## src/rtl/bcd_display_ctrl.sv

```systemverilog
// ---------------------------------------------------------------------------
// bcd_display_ctrl
//   Sequential binary-to-BCD converter (double dabble, one bit per cycle)
//   feeding a 6-digit time-multiplexed seven-segment scan controller.
//
// Configuration macro:
//   LEADING_ZERO_BLANK_EN - when defined, leading-zero digits 5..1 are shown
//                           blank; digit0 always displays.
//
// Ports:
//   clk       in   system clock, rising edge
//   rst_n     in   asynchronous active-low reset
//   in_valid  in   in_data valid this cycle
//   in_data   in   WIDTH-bit binary word to convert
//   in_ready  out  converter idle; word accepted on in_valid && in_ready
//   busy      out  conversion in progress
//   done      out  one-cycle pulse while bcd has just been updated
//   bcd       out  latched digits, [23:20]=digit5 .. [3:0]=digit0
//   seg       out  {g,f,e,d,c,b,a} active-low for the scanned digit
//   an        out  active-low one-hot-zero digit enables
// ---------------------------------------------------------------------------
`ifndef WORDSIZE
`define WORDSIZE 8
`endif

module bcd_display_ctrl #(
  parameter int unsigned WIDTH    = `WORDSIZE,
  parameter int unsigned SCAN_DIV = 50000
) (
  input  logic             clk,
  input  logic             rst_n,
  input  logic             in_valid,
  input  logic [WIDTH-1:0] in_data,
  output logic             in_ready,
  output logic             busy,
  output logic             done,
  output logic [23:0]      bcd,
  output logic [6:0]       seg,
  output logic [5:0]       an
);

  localparam int unsigned SCAN_W = (SCAN_DIV > 2) ? $clog2(SCAN_DIV) : 1;

  localparam logic [1:0] S_IDLE  = 2'd0;
  localparam logic [1:0] S_SHIFT = 2'd1;
  localparam logic [1:0] S_DONE  = 2'd2;

  logic [1:0]        r_state;
  logic [WIDTH-1:0]  r_data;
  logic [23:0]       r_work;
  logic [4:0]        r_cnt;
  logic [23:0]       r_bcd;
  logic [SCAN_W-1:0] r_scan_cnt;
  logic [2:0]        r_idx;

  logic              w_accept;
  logic [23:0]       w_adj;
  logic [23:0]       w_work_nxt;
  logic [3:0]        w_digit;
  logic              w_blank;

  assign w_accept = in_valid && (r_state == S_IDLE);

  // Add-3 correction on every nibble, then shift in the next data MSB.
  always_comb begin
    w_adj = r_work;
    for (int k = 0; k < 6; k++) begin
      if (r_work[k*4 +: 4] >= 4'd5) begin
        w_adj[k*4 +: 4] = r_work[k*4 +: 4] + 4'd3;
      end
    end
    w_work_nxt = {w_adj[22:0], r_data[WIDTH-1]};
  end

  // Conversion FSM and datapath
  always_ff @(posedge clk or negedge rst_n) begin
    if (!rst_n) begin
      r_state <= S_IDLE;
      r_data  <= '0;
      r_work  <= '0;
      r_cnt   <= '0;
      r_bcd   <= '0;
    end else begin
      case (r_state)
        S_IDLE: begin
          if (w_accept) begin
            r_data  <= in_data;
            r_work  <= '0;
            r_cnt   <= 5'(WIDTH);
            r_state <= S_SHIFT;
          end
        end
        S_SHIFT: begin
          r_work <= w_work_nxt;
          r_data <= r_data << 1;
          r_cnt  <= r_cnt - 5'd1;
          if (r_cnt == 5'd1) begin
            // Latch the final result on the last shift so bcd is already
            // valid during the DONE cycle in which done is asserted.
            r_bcd   <= w_work_nxt;
            r_state <= S_DONE;
          end
        end
        S_DONE: begin
          r_state <= S_IDLE;
        end
        default: begin
          r_state <= S_IDLE;
        end
      endcase
    end
  end

  // Free-running digit scan, independent of the converter
  always_ff @(posedge clk or negedge rst_n) begin
    if (!rst_n) begin
      r_scan_cnt <= '0;
      r_idx      <= '0;
    end else if (r_scan_cnt == SCAN_W'(SCAN_DIV - 1)) begin
      r_scan_cnt <= '0;
      r_idx      <= (r_idx == 3'd5) ? 3'd0 : r_idx + 3'd1;
    end else begin
      r_scan_cnt <= r_scan_cnt + 1'b1;
    end
  end

  always_comb begin
    case (r_idx)
      3'd0:    w_digit = r_bcd[3:0];
      3'd1:    w_digit = r_bcd[7:4];
      3'd2:    w_digit = r_bcd[11:8];
      3'd3:    w_digit = r_bcd[15:12];
      3'd4:    w_digit = r_bcd[19:16];
      3'd5:    w_digit = r_bcd[23:20];
      default: w_digit = 4'hF;
    endcase
  end

`ifdef LEADING_ZERO_BLANK_EN
  logic [5:0] w_hi_zero;

  // w_hi_zero[k]: digit k and every higher digit are zero.
  always_comb begin
    w_hi_zero    = '0;
    w_hi_zero[5] = (r_bcd[23:20] == 4'd0);
    for (int k = 4; k >= 0; k--) begin
      w_hi_zero[k] = w_hi_zero[k+1] && (r_bcd[k*4 +: 4] == 4'd0);
    end
  end

  always_comb begin
    w_blank = 1'b0;
    if (r_idx != 3'd0 && r_idx <= 3'd5) begin
      w_blank = w_hi_zero[r_idx];
    end
  end
`else
  assign w_blank = 1'b0;
`endif

  always_comb begin
    if (w_blank) begin
      seg = 7'h7F;
    end else begin
      case (w_digit)
        4'd0:    seg = 7'h40;
        4'd1:    seg = 7'h79;
        4'd2:    seg = 7'h24;
        4'd3:    seg = 7'h30;
        4'd4:    seg = 7'h19;
        4'd5:    seg = 7'h12;
        4'd6:    seg = 7'h02;
        4'd7:    seg = 7'h78;
        4'd8:    seg = 7'h00;
        4'd9:    seg = 7'h10;
        default: seg = 7'h7F;
      endcase
    end
  end

  assign an       = ~(6'b000001 << r_idx);
  assign in_ready = (r_state == S_IDLE);
  assign busy     = (r_state != S_IDLE);
  assign done     = (r_state == S_DONE);
  assign bcd      = r_bcd;

endmodule

```

## config.mk

```make
export PLATFORM = sky130hd
export DESIGN_NAME = bcd_display_ctrl
export DESIGN_NICKNAME = d
export VERILOG_FILES = /design/src/rtl/bcd_display_ctrl.sv
export SDC_FILE = /design/constraint.sdc
export NUM_CORES = 1
export LEC_CHECK = 0
export CAP_MARGIN = 5
export CELL_PAD_IN_SITES_DETAIL_PLACEMENT = 1
export CELL_PAD_IN_SITES_GLOBAL_PLACEMENT = 1
export CORE_MARGIN = 5
export CORE_UTILIZATION = 39
export CTS_BUF_LIST = sky130_fd_sc_hd__clkbuf_16
export DETAILED_ROUTE_END_ITERATION = 10
export GPL_TIMING_DRIVEN = 0
export HOLD_SLACK_MARGIN = 0.12
export PLACE_DENSITY = 0.82
export SLEW_MARGIN = 20
export SYNTH_ARGS = -nofsm -noshare
export SYNTH_HDL_FRONTEND = slang
export SYNTH_SLANG_ARGS = --single-unit
```

## constraint.sdc

```tcl
create_clock -name clk -period 2.3 [get_ports clk]
set_input_delay 0.23 -clock clk [delete_from_list [all_inputs] [get_ports clk]]
set_output_delay 0.23 -clock clk [all_outputs]
set_load 0.1 [all_outputs]
```

== Word level (Yosys, flattened, before mapping) ==
Memories as Yosys holds them, arrays and structs flattened.
Index checks and enable logic that the tools add are counted.
W data, S select, Z words.
Cells by class
  add/subtract/negate cells: 9
  order comparisons: 6
  multiplexer cells: 18
  shifts and indexed selects: 1
  reductions and logical operators: 8
  $mul: 0
  bitwise operators: 1
  equal/unequal tests: 11
  divide/modulo/power cells: 0
Operator list (count)
  $pmux W24 S2: 1
  $ge A4 B3 Y1 const B: 6
  $mux W24: 1
  $pmux W4 S6: 1
  $add A4 B2 Y4 const B: 5
  $mux W4: 5
  $add A16 B1 Y16 const B: 1
  $eq A16 B16 Y1 const B: 1
  $mux W16: 1
  $pmux W8 S2: 1
  $pmux W5 S2: 1
  $mux W8: 1
  $eq A3 B2 Y1 const B: 2
  $eq A3 B3 Y1 const B: 2
  $mux W3: 2
  $not A6 Y6: 1
  $reduce_and A2 Y1: 3
  $shl A1 B3 Y6 const A: 1
  $eq A5 B1 Y1 const B: 1
  $mux W5: 1
  $sub A5 B1 Y5 const B: 1
  $mux W2: 2
  $pmux W2 S2: 1
  $reduce_bool A2 Y1: 2
  10 further kinds: 10
Storage, ports and cells
  memories kept: 1
  bits in latches: 0
  flip-flop bits (word level): 82
  memory bits (read-only): 112
  RAM bits: 0
  input bits: 11
  logic and storage cells: 62
Memory list
  (name not given): depth 16, width 7, rd ports 1, clocked after Yosys merged registers in 0, write ports 0, RTL line 165  | case (w_digit)

== Logic depth before layout (Yosys ltp) ==
  word-level depth: 4
  gate-level depth with buffers: 11
  depth with buffers taken out: 9

== Worst setup path after synthesis ==
Ideal clock, no wire load.
  path kind: flip-flop to output port
  start: register r_idx[0]
  end: output seg[6]
  slack: -2.030 ns
  buffers on the path: 3
  stages on the path, launching flop included: 11
  data arrival time: 4.100 ns
  cells stage by stage: dfrtp_1 -> buf_2 -> buf_2 -> and2_1 -> ha_1 -> inv_1 -> o211ai_1 -> o2111a_1 -> clkbuf_1 -> and2_1 -> mux2i_1
On the way
  longest elaborated chain between the ends: 3
  elaborated cells between the ends (all ways): 8
  those cells by class: 5 x eq/ne; 1 x mux; 1 x reduce/logical; 1 x memory
Ends and longest elaborated chain
  start: declaration: RTL line 54  | logic [2:0] r_idx;
  start signal: assignment: RTL line 121  | r_idx <= (r_idx == 3'd5) ? 3'd0 : r_idx + 3'd1;
  $eq A3 B3 Y1, or another cell as far along: RTL line 128  | case (r_idx)
  $pmux W4 S6 *: RTL line 128
  $mem_v2 Z16 W7 *
  end: declaration: RTL line 38  | output logic [6:0] seg,
Mark *: on every way between the ends. The rest lies on a longest branch, timed or not.

== Final worst setup path ==
  start: register r_idx[0]
  end: output seg[0]
The elaborated chain is that of the path after synthesis.

==> flow_metrics.py <==
metrics = {
    "final_layout": {
        "finalNonFillerCells": 682,
        "num-nets-final": 567,
        "seqCellArea_sq_mm": 0.00205,
        "layout-drive-gt1-share_pct": 16.2,
        "n_antenna_cell": 0,
        "final_common_cell": "dfrtp_1",
        "num-fill-cells": 1189,
        "layout_common_cells": "81 x dfrtp_1, 67 x nand2_1, 57 x o21ai_0",
        "multi_input_area_sq_mm": 0.00223,
        "area_growth_pct": 30.6,
    },
    "cts": {
        "cts_tree": "built",
        "cts-buffers-inserted": 9,
        "htreeDepth": 3,
        "clock_latency_ps": 340,
        "path_clk_slew_ps": 60,
        "cts_root_buffer": "clkbuf_16",
        "cts_buffer_depth": 2,
        "cts_sinks": 82,
    },
    "worst_setup_path": {
        "cpMostUsedCell": "ha_4",
        "critPathKind": "flip-flop to primary output",
        "r2r_cells": 5,
        "crit_arrival_ps": 2680,
        "cp_num_buf_inv": 5,
        "crit_path_max_fanout": 4,
        "r2r_end": "r_idx[1]",
        "startpoint_type": "flip-flop",
        "reg2reg_from": "r_scan_cnt[4]",
        "crit_family": "compound AO/OA/AOI/OAI gates",
        "cp_cell_sequence": "buf_6 -> buf_8 -> and2_4 -> ha_4 -> clkinvlp_4 -> o211ai_1 -> o2111a_2 -> buf_4 -> ha_4 -> a221o_4 -> buf_12",
        "worstPathRequired_ps": 2070,
        "worst-r2r-setup-slack_ps": 90,
        "max_stage_delay_ps": 430,
        "slowest_stage": "a221o_4",
        "endpoint_kind": "primary output",
    },
    "synthesis": {
        "synth_compound_area_share_pct": 13.9,
        "synth_warnings": 0,
        "synth_edf_count": 0,
        "ys.flop_type": "dfrtp_1",
        "syn-num-nets": 493,
        "synth_xor_area_share_pct": 3.88,
        "synth_top_area_share_pct": 47.8,
        "synth_cells": 463,
        "async_reset_ff_share_pct": 100,
        "yosys.area_share.simple_pct": 20.8,
        "synthAdderAreaFrac_pct": 5.54,
        "postSynthAreaPerCell_sq_um": 9.27,
        "syn_area_sq_mm": 0.00429,
        "netlist-cell-type-count": 50,
        "synth_top_family_by_area": "simple AND/OR/NAND/NOR gates",
        "muxShareOfSynthArea_pct": 4.14,
        "yosysTopAreaCell": "dfrtp_1",
        "synth.area.top_cells": "dfrtp_1 48%, o21ai_0 6.6%, nand2_1 5.9%, ha_1 5.5%, nand3_1 3.0%",
        "ys_seq_area_share_pct": 47.8,
        "ys_ff_latch": 82,
    },
    "drt": {
        "wl_per_cell_um": 18.4,
        "vias": 3736,
        "routed_wl_um": 12500,
        "drt_iter0_drc": 186,
        "drc": 0,
        "drt_first_pass_iters": 4,
        "via_per_inst": 5.48,
        "ant_nets": 0,
    },
    "place": {
        "dp_cells": 654,
        "pre_cts_ws_ps": -1630,
        "port_buffers": 50,
        "place_congestion": 0.843,
        "dp_hpwl_um": 9080,
    },
    "timing": {
        "rsz0062_at_grt": "true",
        "worst_slack_ps": -607,
        "fin_tns_setup_ps": -3840,
        "finClkSkew_ps": 5.94,
        "worst_pin_slew_ps": 1010,
        "hold_violations": 0,
        "min_period_ps": 2910,
        "finalSetupViolCount": 7,
        "max_freq_mhz": 344,
        "maxSlewHeadroom_pct": 32.4,
        "min_period_over_period_pct": 126,
        "drv_slew": 0,
    },
    "die": {
        "die-width_um": 115,
        "initial_core_util_pct": 39.8,
        "ioPinCount": 51,
        "core-area_sq_mm": 0.0108,
        "rows": 38,
        "die_y_um": 115,
        "fp.dieArea_sq_mm": 0.0132,
    },
    "grt": {
        "grt_max_degree": 44,
        "antenna_found_initial": 0,
        "grt_pass1_vias": 4026,
        "grt_usage_pct": 20.0,
        "grt_first_pass_wirelength_um": 20700,
        "grt_overflow": 0,
    },
    "outcome": {
        "status": "complete, but fails checks",
        "violations": "negative setup slack",
    },
    "min_path": {
        "hp-class": "input pin to async pin",
    },
    "flow_run": {
        "drv_cap": 0,
    },
}
==> repair_timing <==
action,in CTS,in global routing
setup buffers,11,1
endpoints found under the setup margin,23,27
hold endpoints to repair,39,0
pin swaps,9,2
hold buffers,1,0
resized for setup,88,9
==> metrics by stage <==
step	hold slack (ps)	area [sq um]	utilization, %
final	427	5600	51.9
after global routing	433	5600	51.9
after CTS	434	5590	51.8
after detailed placement	256	5130	47.5
after global placement	438	5110	47.3
after floorplan	-65.6	4430	-
==> layout make-up <==
class,instances,area share (%)
Multi-Input combinational cell,338,39.9
Sequential cell,82,36.7
Tap cell,140,3.13
Clock inverter,7,0.670
Clock buffer,9,4.02
Buffer,20,2.05
Timing Repair Buffer,64,11.9
Inverter,22,1.65
==> worst max-delay path by stage <==
stage,from,to,slack [ps],cells past startpoint
2_1_floorplan,r_idx[0],seg[4],-730,10
3_5_place_dp,r_idx[1],seg[5],-1630,9
4_1_cts,r_idx[0],seg[1],-560,11
3_3_place_gp,rst_n,r_data[5],-2000,1
6_report,r_idx[0],seg[0],-610,11
5_1_grt,r_idx[0],seg[1],-700,11
==> flip-flops by register name, indices dropped and copies added, names as in the netlist <==
register    flops
r_idx           3
r_data          8
bcd            24
r_state         2
r_cnt           5
r_work         24
r_scan_cnt     16
==> routing by layer <==
layer	share of wire, %	GRT usage [%]	routed length (um)	vias up
met4	1.5	6.49	194	0
met2	50	34.5	6310	67
met1	45	25.1	5610	1900
li1	-	-	-	1754
met5	0	0	0	-
met3	3.4	4.21	426	15
==> cell usage after synthesis, drive strengths merged (9+ instances only) <==
library cell,instances
a21oi,13
clkbuf,16
dfrtp,82
ha,19
inv,22
mux2,11
nand2,68
nand3,26
nor2,32
nor2b,11
nor3,11
o21ai,58
xnor2,10
xor2,9
==> kinds of logic (layout without fill, tap and decap cells) <==
family	count (synthesis)	count (layout)
AOI/OAI and AO/OA	101	101
xor gates and xnor gates	19	19
adders and majority gates	19	19
buffers and inverters	43	122
DFF	82	82
muxes	16	16
and+or+nand+nor	183	183
Power is left out: the tool's default activity adds up to more than one toggle a clock period on the data nets, which glitch-free logic cannot reach.
